==> src/rtl/bcd_pkg.sv <==
// Shared BCD constants and helpers for the packed-BCD counter path.
package bcd_pkg;

   localparam int BCD_W = 4;
   localparam logic [BCD_W-1:0] BCD_ZERO = 4'd0;
   localparam logic [BCD_W-1:0] BCD_NINE = 4'd9;

   // A nibble is a legal BCD digit when it lies in 0..9.
   function automatic logic bcd_valid(input logic [BCD_W-1:0] digit);
      return digit <= BCD_NINE;
   endfunction

endpackage

==> src/rtl/bcd_digit_step.sv <==
// One BCD digit of the increment/decrement chain. Purely combinational;
// the carry/borrow out only asserts when this digit is enabled and rolls over.
module bcd_digit_step
   import bcd_pkg::*;
(
   input  logic [BCD_W-1:0] digit,
   input  logic             enable,
   input  logic             down,
   output logic [BCD_W-1:0] next_digit,
   output logic             carry
);

   // 4-bit per-digit step with the roll-over flag kept separate from the digit.
   always_comb begin
      next_digit = digit;
      carry      = 1'b0;
      if (enable) begin
         if (down) begin
            if (digit == BCD_ZERO) begin
               next_digit = BCD_NINE;
               carry      = 1'b1;
            end else begin
               next_digit = digit - 4'd1;
            end
         end else begin
            if (digit == BCD_NINE) begin
               next_digit = BCD_ZERO;
               carry      = 1'b1;
            end else begin
               next_digit = digit + 4'd1;
            end
         end
      end
   end

endmodule

==> src/rtl/bcd_counter.sv <==
// N-digit packed-BCD up/down counter with clear, load (invalid digits
// forced to 0), and wrap or saturate behaviour at the bounds.
module bcd_counter
   import bcd_pkg::*;
#(
   parameter int DIGITS   = 4,
   parameter bit SATURATE = 1'b0
) (
   input  logic                    clk,
   input  logic                    reset,
   input  logic                    clear,
   input  logic                    load,
   input  logic [4*DIGITS-1:0]     load_value,
   input  logic                    step,
   input  logic                    down,
   output logic [4*DIGITS-1:0]     count,
   output logic                    wrap,
   output logic                    load_err,
   output logic                    at_zero,
   output logic                    at_max
);

   logic [DIGITS-1:0][BCD_W-1:0] cnt_q;
   logic [DIGITS-1:0][BCD_W-1:0] step_d;
   logic [DIGITS-1:0][BCD_W-1:0] load_d;
   logic [DIGITS:0]              en;
   logic [DIGITS-1:0]            bad;
   logic [DIGITS-1:0]            nine;
   logic                         ovf;

   // Digit 0 is enabled by step; each higher digit by the roll-over of the one below.
   assign en[0] = step;

   genvar k;
   generate
      for (k = 0; k < DIGITS; k++) begin : g_digit
         bcd_digit_step u_digit (
            .digit      (cnt_q[k]),
            .enable     (en[k]),
            .down       (down),
            .next_digit (step_d[k]),
            .carry      (en[k+1])
         );
         assign bad[k]    = !bcd_valid(load_value[k*BCD_W +: BCD_W]);
         assign load_d[k] = bad[k] ? BCD_ZERO : load_value[k*BCD_W +: BCD_W];
         assign nine[k]   = (cnt_q[k] == BCD_NINE);
      end
   endgenerate

   // Roll-over out of the top digit means the whole count crossed a bound.
   assign ovf = en[DIGITS];

   // Count register and one-cycle pulse flags; clear > load > step > hold.
   always_ff @(posedge clk or posedge reset) begin
      if (reset) begin
         cnt_q    <= '0;
         wrap     <= 1'b0;
         load_err <= 1'b0;
      end else if (clear) begin
         cnt_q    <= '0;
         wrap     <= 1'b0;
         load_err <= 1'b0;
      end else if (load) begin
         cnt_q    <= load_d;
         wrap     <= 1'b0;
         load_err <= |bad;
      end else if (step) begin
         if (!(SATURATE && ovf)) cnt_q <= step_d;
         wrap     <= ovf && !SATURATE;
         load_err <= 1'b0;
      end else begin
         wrap     <= 1'b0;
         load_err <= 1'b0;
      end
   end

   assign count   = cnt_q;
   assign at_zero = (cnt_q == '0);
   assign at_max  = &nine;

endmodule
==> config.mk <==
export PLATFORM = sky130hd
export DESIGN_NAME = bcd_counter
export DESIGN_NICKNAME = d
export VERILOG_FILES = /design/src/rtl/bcd_pkg.sv /design/src/rtl/bcd_digit_step.sv /design/src/rtl/bcd_counter.sv
export SDC_FILE = /design/constraint.sdc
export NUM_CORES = 1
export LEC_CHECK = 0
export CAP_MARGIN = 20
export CELL_PAD_IN_SITES_DETAIL_PLACEMENT = 0
export CELL_PAD_IN_SITES_GLOBAL_PLACEMENT = 2
export CORE_ASPECT_RATIO = 0.5
export CORE_MARGIN = 2
export CORE_UTILIZATION = 28
export CTS_CLUSTER_DIAMETER = 40
export DETAILED_ROUTE_END_ITERATION = 7
export GPL_ROUTABILITY_DRIVEN = 0
export HOLD_SLACK_MARGIN = 0.03
export PLACE_DENSITY = 0.85
export SETUP_SLACK_MARGIN = 0.15
export SLEW_MARGIN = 20
export SYNTH_ARGS = -nofsm -noshare
export SYNTH_HDL_FRONTEND = slang
export SYNTH_SLANG_ARGS = --single-unit
==> constraint.sdc <==
create_clock -name clk -period 2.4 [get_ports clk]
set_input_delay 0.48 -clock clk [delete_from_list [all_inputs] [get_ports clk]]
set_output_delay 0.48 -clock clk [all_outputs]
set_load 0.01 [all_outputs]
; ---- Word-level counts from Yosys, hierarchy flattened
; Index checks and enable logic that the tools add are counted.
[totals]
register_bits = 18
input_bits = 22
out_inout_bits = 20
elab_cells = 83
[op_classes]
mux = 43
order_cmp = 4
n_eq_ne = 4
n_addsub = 8
reduce_logical = 18
[op_table]
columns = cell, n
row1 = $mux 4, 19
row2 = $mux 16, 3
row3 = $mux 1, 21
row4 = $add 4x1->4 const B, 4
row5 = $eq 4x4->1 const B, 4
row6 = $le 4x4->1 const B, 4
row7 = $logic_not 16->1, 1
row8 = $logic_not 4->1, 4
row9 = $sub 4x1->4 const B, 4
row10 = $reduce_bool 3->1, 4
row11 = $reduce_and 2->1, 3
row12 = $logic_not 1->1, 4
row13 = $reduce_and 4->1, 1
row14 = $reduce_or 4->1, 1

; ---- Logic depth before layout (Yosys ltp)
; Gate-level depths: netlist of run 1.
[depth]
ltp_word = 10
mapped_depth = 8
ltp_nobuf = 7

; ---- Modules after synthesis
; From an unflattened synthesis of run 1, not the netlist that was laid out.
[hier_totals]
hier_cells = 205
hier_area_um2 = 1759.2
[by_module_without_submodules]
columns = module, instances, area_each_um2, seq_area_each_um2, cells_per_inst
row1 = bcd_counter, 1, 1028.5, 450.4, 109
row2 = bcd_digit_step, 4, 182.7, 0.0, 24

; ---- Worst setup path before layout of run 1
; Ideal clock, no wire load.
[synth_path]
kind = register -> output
startpoint = register cnt_q, in the netlist count[11]
endpoint = output port at_zero
path_buffers = 1
slack_ps = 353
arrival_ps = 1567
path_stages_with_launch = 5
t_required_ps = 1920
cell_sequence = dfrtp_1 > buf_6 > or3_4 > nor4_1 > nor4b_1
[synth_via]
elab_chain_len = 1
[synth_lines]
columns = item, line_no
row1 = start: declaration, bcd_counter.sv:23  ; logic [DIGITS-1:0][BCD_W-1:0] cnt_q;
row2 = start signal: assignment, bcd_counter.sv:64  ; cnt_q <= load_d;
row3 = start signal: assignment, bcd_counter.sv:68  ; if (!(SATURATE && ovf)) cnt_q <= step_d;
row4 = $logic_not 16->1, bcd_counter.sv:78  ; assign at_zero = (cnt_q == '0);
row5 = end: declaration, bcd_counter.sv:19  ; output logic at_zero,
; Every way passes these cells.

; ---- Worst setup path in the final report of run 1
[layout_path]
startpoint = input port down
endpoint = register cnt_q, in the netlist count[13]
[layout_via]
elab_chain_len = 6
word_cells_on_any_way = 13
classes_between = 11 x mux / 2 x reduce/logical
[layout_lines]
columns = item, line_no
row1 = start: declaration, bcd_counter.sv:15  ; input logic down,
row2 = $mux 1, bcd_digit_step.sv:18  ; if (down) begin
row3 = $mux 1 (3 in series), bcd_digit_step.sv:17  ; if (enable) begin
row4 = $reduce_bool 3->1 (no source line), n/a
row5 = $reduce_and 2->1 (no source line), n/a
; Several ways; a longest one is shown, not always the timed one. The select of a mux whose other input is x is not followed.
; A chain may end at the register's enable or synchronous reset.

==> metrics.yaml, run 1 <==
synthesis:
  yosysSeqAreaShare_pct: 26.05
  syn-instance-count: 216
  synth_edf_count: 0
  ys_ff_latch: 18
  synth_area_um2: 1729
  syn_nets: 242
  ys_warn_count: 0
  yosys.area.top_type: "dfrtp_1"
  ys_async_sr_fraction_pct: 100.0
  yosys.cell_types.count: 64
  synthFlopType: "dfrtp_1"
  netlist.area_leader.share_pct: 26.05
  synth.avg_cell_area_um2: 8.005
  synth.top_cells.by_area: "dfrtp_1 (26%), nor2_1 (5.0%), nand3b_1 (3.5%)"
worst_setup_path:
  path_cells: "clkdlybuf4s50_1 > or3b_1 > a21oi_2 > and4_4 > mux2_1 > o21a_1"
  end_kind: "flop"
  crit_type: "in -> reg"
  cp_data_required_time_ns: 2.55
  worstReg2RegEnd: "count[13]"
  path_delay_family: "simple AND/OR/NAND/NOR gates"
  timing.rr.start: "count[7]"
  critPathBufInv: 1
  reg2regPathDepth: 5
  cp-start-kind: "input pin"
  crit_fanout: 4
  arrival_ns: 2.32
  cp_slowest_stage_delay_ns: 0.49
  r2r_slack_ns: 0.45
  slowest_stage: "clkdlybuf4s50_1"
cts:
  cts-root-buf: "clkbuf_16"
  insertion_delay_ns: 0.26
  clk_pin_slew_ns: 0.06
  numCtsBuffers: 3
  post-cts-setup-buffers: 0
  clockBufferDepth: 2
  cts_tree: "built"
  numClockSinks: 18
  clock_tree.htree_level_count: 1
global_routing:
  gr-total-overflow: 0
  grt_pass1_wl_um: 8604
  grt_pass1_vias: 1652
  antenna_found_initial: 0
  grtUsageTotal_pct: 15.91
  grt_start_max_net_pins: 19
min_path:
  min-delay-start: "count[6]"
  hold_path_depth: 1
  min_path_type: "reg -> reg"
  whs_endpoint: "count[6]"
floorplanning:
  core_um2: 6006
  dieArea_um2: 6859
  die_width_um: 115.1
  start_util_pct: 28.79
  fp-row-count: 20
  die_h_um: 59.57
  io_pins: 42
sta:
  tightest_slew_ns: 0.7398
  fin_tns_setup_ns: 0
  fmax_mhz: 459.7
  holdWs_ns: 0.6083
  drv_slew: 0
  finalClockSkew_ns: 0.005796
  setup_violations: 0
  fin_crit_ns: 2.175
  post-route-period-util_pct: 90.63
  rsz0062_at_grt: "yes"
  slew_headroom_pct: 50.62
  finalHoldViolations: 0
pwr:
  p_sw_share_pct: 30.18
  internal_power_uw: 764.2
  p_sw_uw: 330.3
  leakagePower_uw: 0.0009863
  irDropWorstVdd_mv: 0.2254
  power_uw: 1095
  pwr-share-seq_pct: 30.9
  p_comb_share_pct: 34.8
  pwr-share-clk_pct: 34.3
  p_per_area_nw_per_um2: 442.5
detailed_routing:
  wl_met2_um: 2176
  ant_nets: 0
  met3WireLength_um: 297
  dr.max_layer_used: "met4"
  drtPass1Iterations: 4
  met1_length_um: 2581
  wl_per_cell_um: 14.53
  vias: 1803
  first_iter_violations: 82
  vias_per_cell: 5.151
  drt_wl_total_um: 5085
  drc: 0
placement:
  placed_cells: 346
  dp_hpwl_um: 4052
  io_buffers: 41
layout:
  drive_gt1_share_pct: 17.58
  final_nets: 300
  area_growth_syn_to_layout_pct: 43.05
  layout_common_cells: "clkdlybuf4s50_1 (39), buf_4 (28), nor2_1 (23), dfrtp_1 (18), nand2_1 (12)"
  final-instance-count-excl-fill: 350
  final_util_pct: 41.19
  num_antenna_cells: 0
  layout_commonest_cell: "clkdlybuf4s50_1"
run_status:
  status: "finished clean"
run:
  maxCapViolations: 0
flip-flops by register name, summed over array words and instances (netlist names):
signal,count
wrap,1
load_err,1
count,16
layout make-up:
cell class              instances  area, um2
well taps                      77      96.34
inverters                       8      30.03
flip-flops and latches         18      450.4
fillers                       614       3532
clock buffers                   4      88.84
multi-input cells             174       1197
repair buffers                 69      610.6
cell usage after synthesis, drive strengths merged, types with 2 or more instances:
cell type	number
nor2	24
dfrtp	18
a21oi	12
nand2	12
o21ai	12
clkbuf	11
inv	8
nand2b	8
nand3	8
nand3b	8
a31oi	5
buf	5
nor2b	5
xnor2	5
a22oi	4
ha	4
nor3	4
o21a	4
xor2	4
nor3b	3
nor4	3
o211ai	3
a21boi	2
a21o	2
a221oi	2
a311o	2
a32oi	2
a41oi	2
and2	2
mux2	2
mux2i	2
nand4	2
o31ai	2
o32ai	2
or2	2
or3	2
through the flow:
stage	area [um2]	worst slack [ns]
floorplan	1729	0.3532
global placement	2372	-0.01986
detailed placement	2372	-0.06640
CTS	2467	0.1520
global route	2474	0.1319
finish	2474	0.2249
per-layer routing:
metal | up-vias | track usage (%)
met5 | - | 0
met4 | 0 | 2.926
met3 | 4 | 2.454
met2 | 43 | 23.36
met1 | 843 | 24.60
li1 | 913 | -
logic make-up (layout without fill, tap and decap cells):
family	count (synthesis)	in the layout	synth area share, %
compound gates	67	67	28.94
xor+xnor	9	9	4.558
fa+ha+maj	4	4	2.894
buf+inv	24	81	6.006
flops	18	18	26.05
mux	4	4	2.460
simple gates	90	90	29.09
power by group through the flow:
stage	registers (uW)	clock network [uW]	logic, uW
2_1_floorplan	357	0	193
3_3_place_gp	342	0	375
3_5_place_dp	342	0	375
4_1_cts	338	384	378
5_1_grt	341	394	416
6_report	338	376	381
how the worst max path moves through the flow:
| stage | from | to | slack (ns) | cells after the start |
|---|---|---|---|---|
| after floorplan | count[11] | at_zero | 0.35 | 4 |
| after global placement | down | count[13] | -0.02 | 6 |
| after detailed placement | down | count[13] | -0.07 | 6 |
| after CTS | count[9] | at_max | 0.15 | 5 |
| after global routing | count[9] | at_max | 0.13 | 5 |
| final | down | count[13] | 0.22 | 6 |
repair_timing:
| item | in CTS | in global routing |
|---|---|---|
| hold buffers | 0 | 0 |
| resized for setup | 9 | 3 |
| endpoints found under the setup margin | 2 | 2 |
Power figures use the tool's default switching activity.
==> run 2: changes to the inputs <==
- CTS_CLUSTER_SIZE: default -> 40
- PLACE_DENSITY: 0.85 -> 0.91
- SKIP_LAST_GASP: default -> 1
==> metrics.yaml, run 2 (synthesis results as in run 1) <==
layout:
  layout_common_cells: "clkdlybuf4s50_1 (38), buf_4 (28), nor2_1 (23), dfrtp_1 (18), nand2_1 (12)"
  num_antenna_cells: 0
  n_fill_cell: 599
  largest_reg_flops: 16
  final-instance-count-excl-fill: 351
  final_cell_area_um2: 2507
  drive_gt1_share_pct: 17.88
  final_nets: 302
  area_growth_syn_to_layout_pct: 45.01
  layout_commonest_cell: "clkdlybuf4s50_1"
pwr:
  power_uw: 1062
  p_per_area_nw_per_um2: 423.7
  leakagePower_uw: 0.001007
  irDropWorstVdd_mv: 0.2479
cts:
  insertion_delay_ns: 0.25
  clock_tree.htree_level_count: 1
  clk_pin_slew_ns: 0.05
  numClockSinks: 18
  cts_tree: "built"
  clockBufferDepth: 2
  numCtsBuffers: 3
  post-cts-setup-buffers: 0
  cts-root-buf: "clkbuf_16"
global_routing:
  antenna_found_initial: 0
  grt_pass1_wl_um: 8300
  grt_start_max_net_pins: 21
  gr-total-overflow: 0
  grtUsageTotal_pct: 15.59
  grt_pass1_vias: 1658
run:
  maxCapViolations: 0
placement:
  placed_cells: 347
  postPlaceCellArea_um2: 2380
  io_buffers: 41
  dp_hpwl_um: 4028
sta:
  setup_violations: 0
  drv_slew: 0
  slew_headroom_pct: 50.39
  post-route-period-util_pct: 90.35
  rsz0062_at_grt: "no"
  finalHoldViolations: 0
  holdWs_ns: 0.5818
  fmax_mhz: 461.2
  fin_crit_ns: 2.168
  finalClockSkew_ns: 0.0006148
  tightest_slew_ns: 0.7434
worst_setup_path:
  crit_type: "reg -> out"
  end_kind: "output pin"
  arrival_ns: 1.69
  crit_fanout: 2
  cp-start-kind: "flop"
  cp_data_required_time_ns: 1.92
detailed_routing:
  wl_per_cell_um: 14.92
  vias_per_cell: 5.148
  first_iter_violations: 62
  vias: 1807
  drt_wl_total_um: 5236
  drtPass1Iterations: 4
  ant_nets: 0
  drc: 0
floorplanning:
  core_um2: 6006
  start_util_pct: 28.79
  fp-row-count: 20
  die_width_um: 115.1
  dieArea_um2: 6859
  io_pins: 42
  die_h_um: 59.57
run_status:
  status: "finished clean"
min_path:
  min_path_type: "reg -> reg"
-- run 2: repair_timing --
action,in CTS,in global routing
gates cloned,0,1
resized for setup,11,3
pin swaps,0,1
endpoints found under the setup margin,3,2
hold buffers,0,0
-- run 2: worst paths after layout --
| path | start | endpoint | depth (start not counted) | slack (ns) |
|---|---|---|---|---|
| max reg2reg | count[7] | count[13] | 5 | 0.46 |
| max | count[8] | at_zero | 4 | 0.23 |
| min in group asynchronous | reset | count[9] | 2 | 0.66 |
| max in group asynchronous | reset | count[14] | 2 | 1.27 |
| min | count[6] | count[6] | 1 | 0.58 |
| min reg2reg | count[6] | count[6] | 1 | 0.58 |
-- run 2: final cells by class --
cell class	count	area [um2]	area share, %
Sequential cell	18	450.4	17.96
Multi-Input combinational cell	174	1196	47.70
Clock buffer	3	75.07	2.994
Timing Repair Buffer	71	659.4	26.30
Tap cell	77	96.34	3.842
Inverter	8	30.03	1.198
-- run 2: report_power, final --
part | switching, uW | internal [uW]
clock | 113 | 219
combinational | 195 | 197
sequential | 16.7 | 321
total | 325 | 738
-- run 2: routing by layer --
layer	share of wire [%]	wire (um)	track usage, %
met3	2.8	145	2.863
met1	49	2587	21.95
met4	0.76	40	2.238
met2	47	2462	25.71
met5	0	0	0
-- run 2: stage by stage --
step | utilization [%] | setup slack, ns | setup TNS [ns]
2_1_floorplan | - | 0.3532 | 0
3_3_place_gp | 39.63 | -0.03224 | -0.03224
3_5_place_dp | 39.63 | -0.09779 | -0.1164
4_1_cts | 41.19 | 0.1597 | 0
5_1_grt | 41.75 | 0.1582 | 0
6_report | 41.75 | 0.2316 | 0
-- run 2: critical path, cell delays in order (launching register included) --
cell     delay, ns
dfrtp_1       0.37
or3_4         0.42
nor4_1        0.24
nor4b_2       0.24
buf_2         0.17
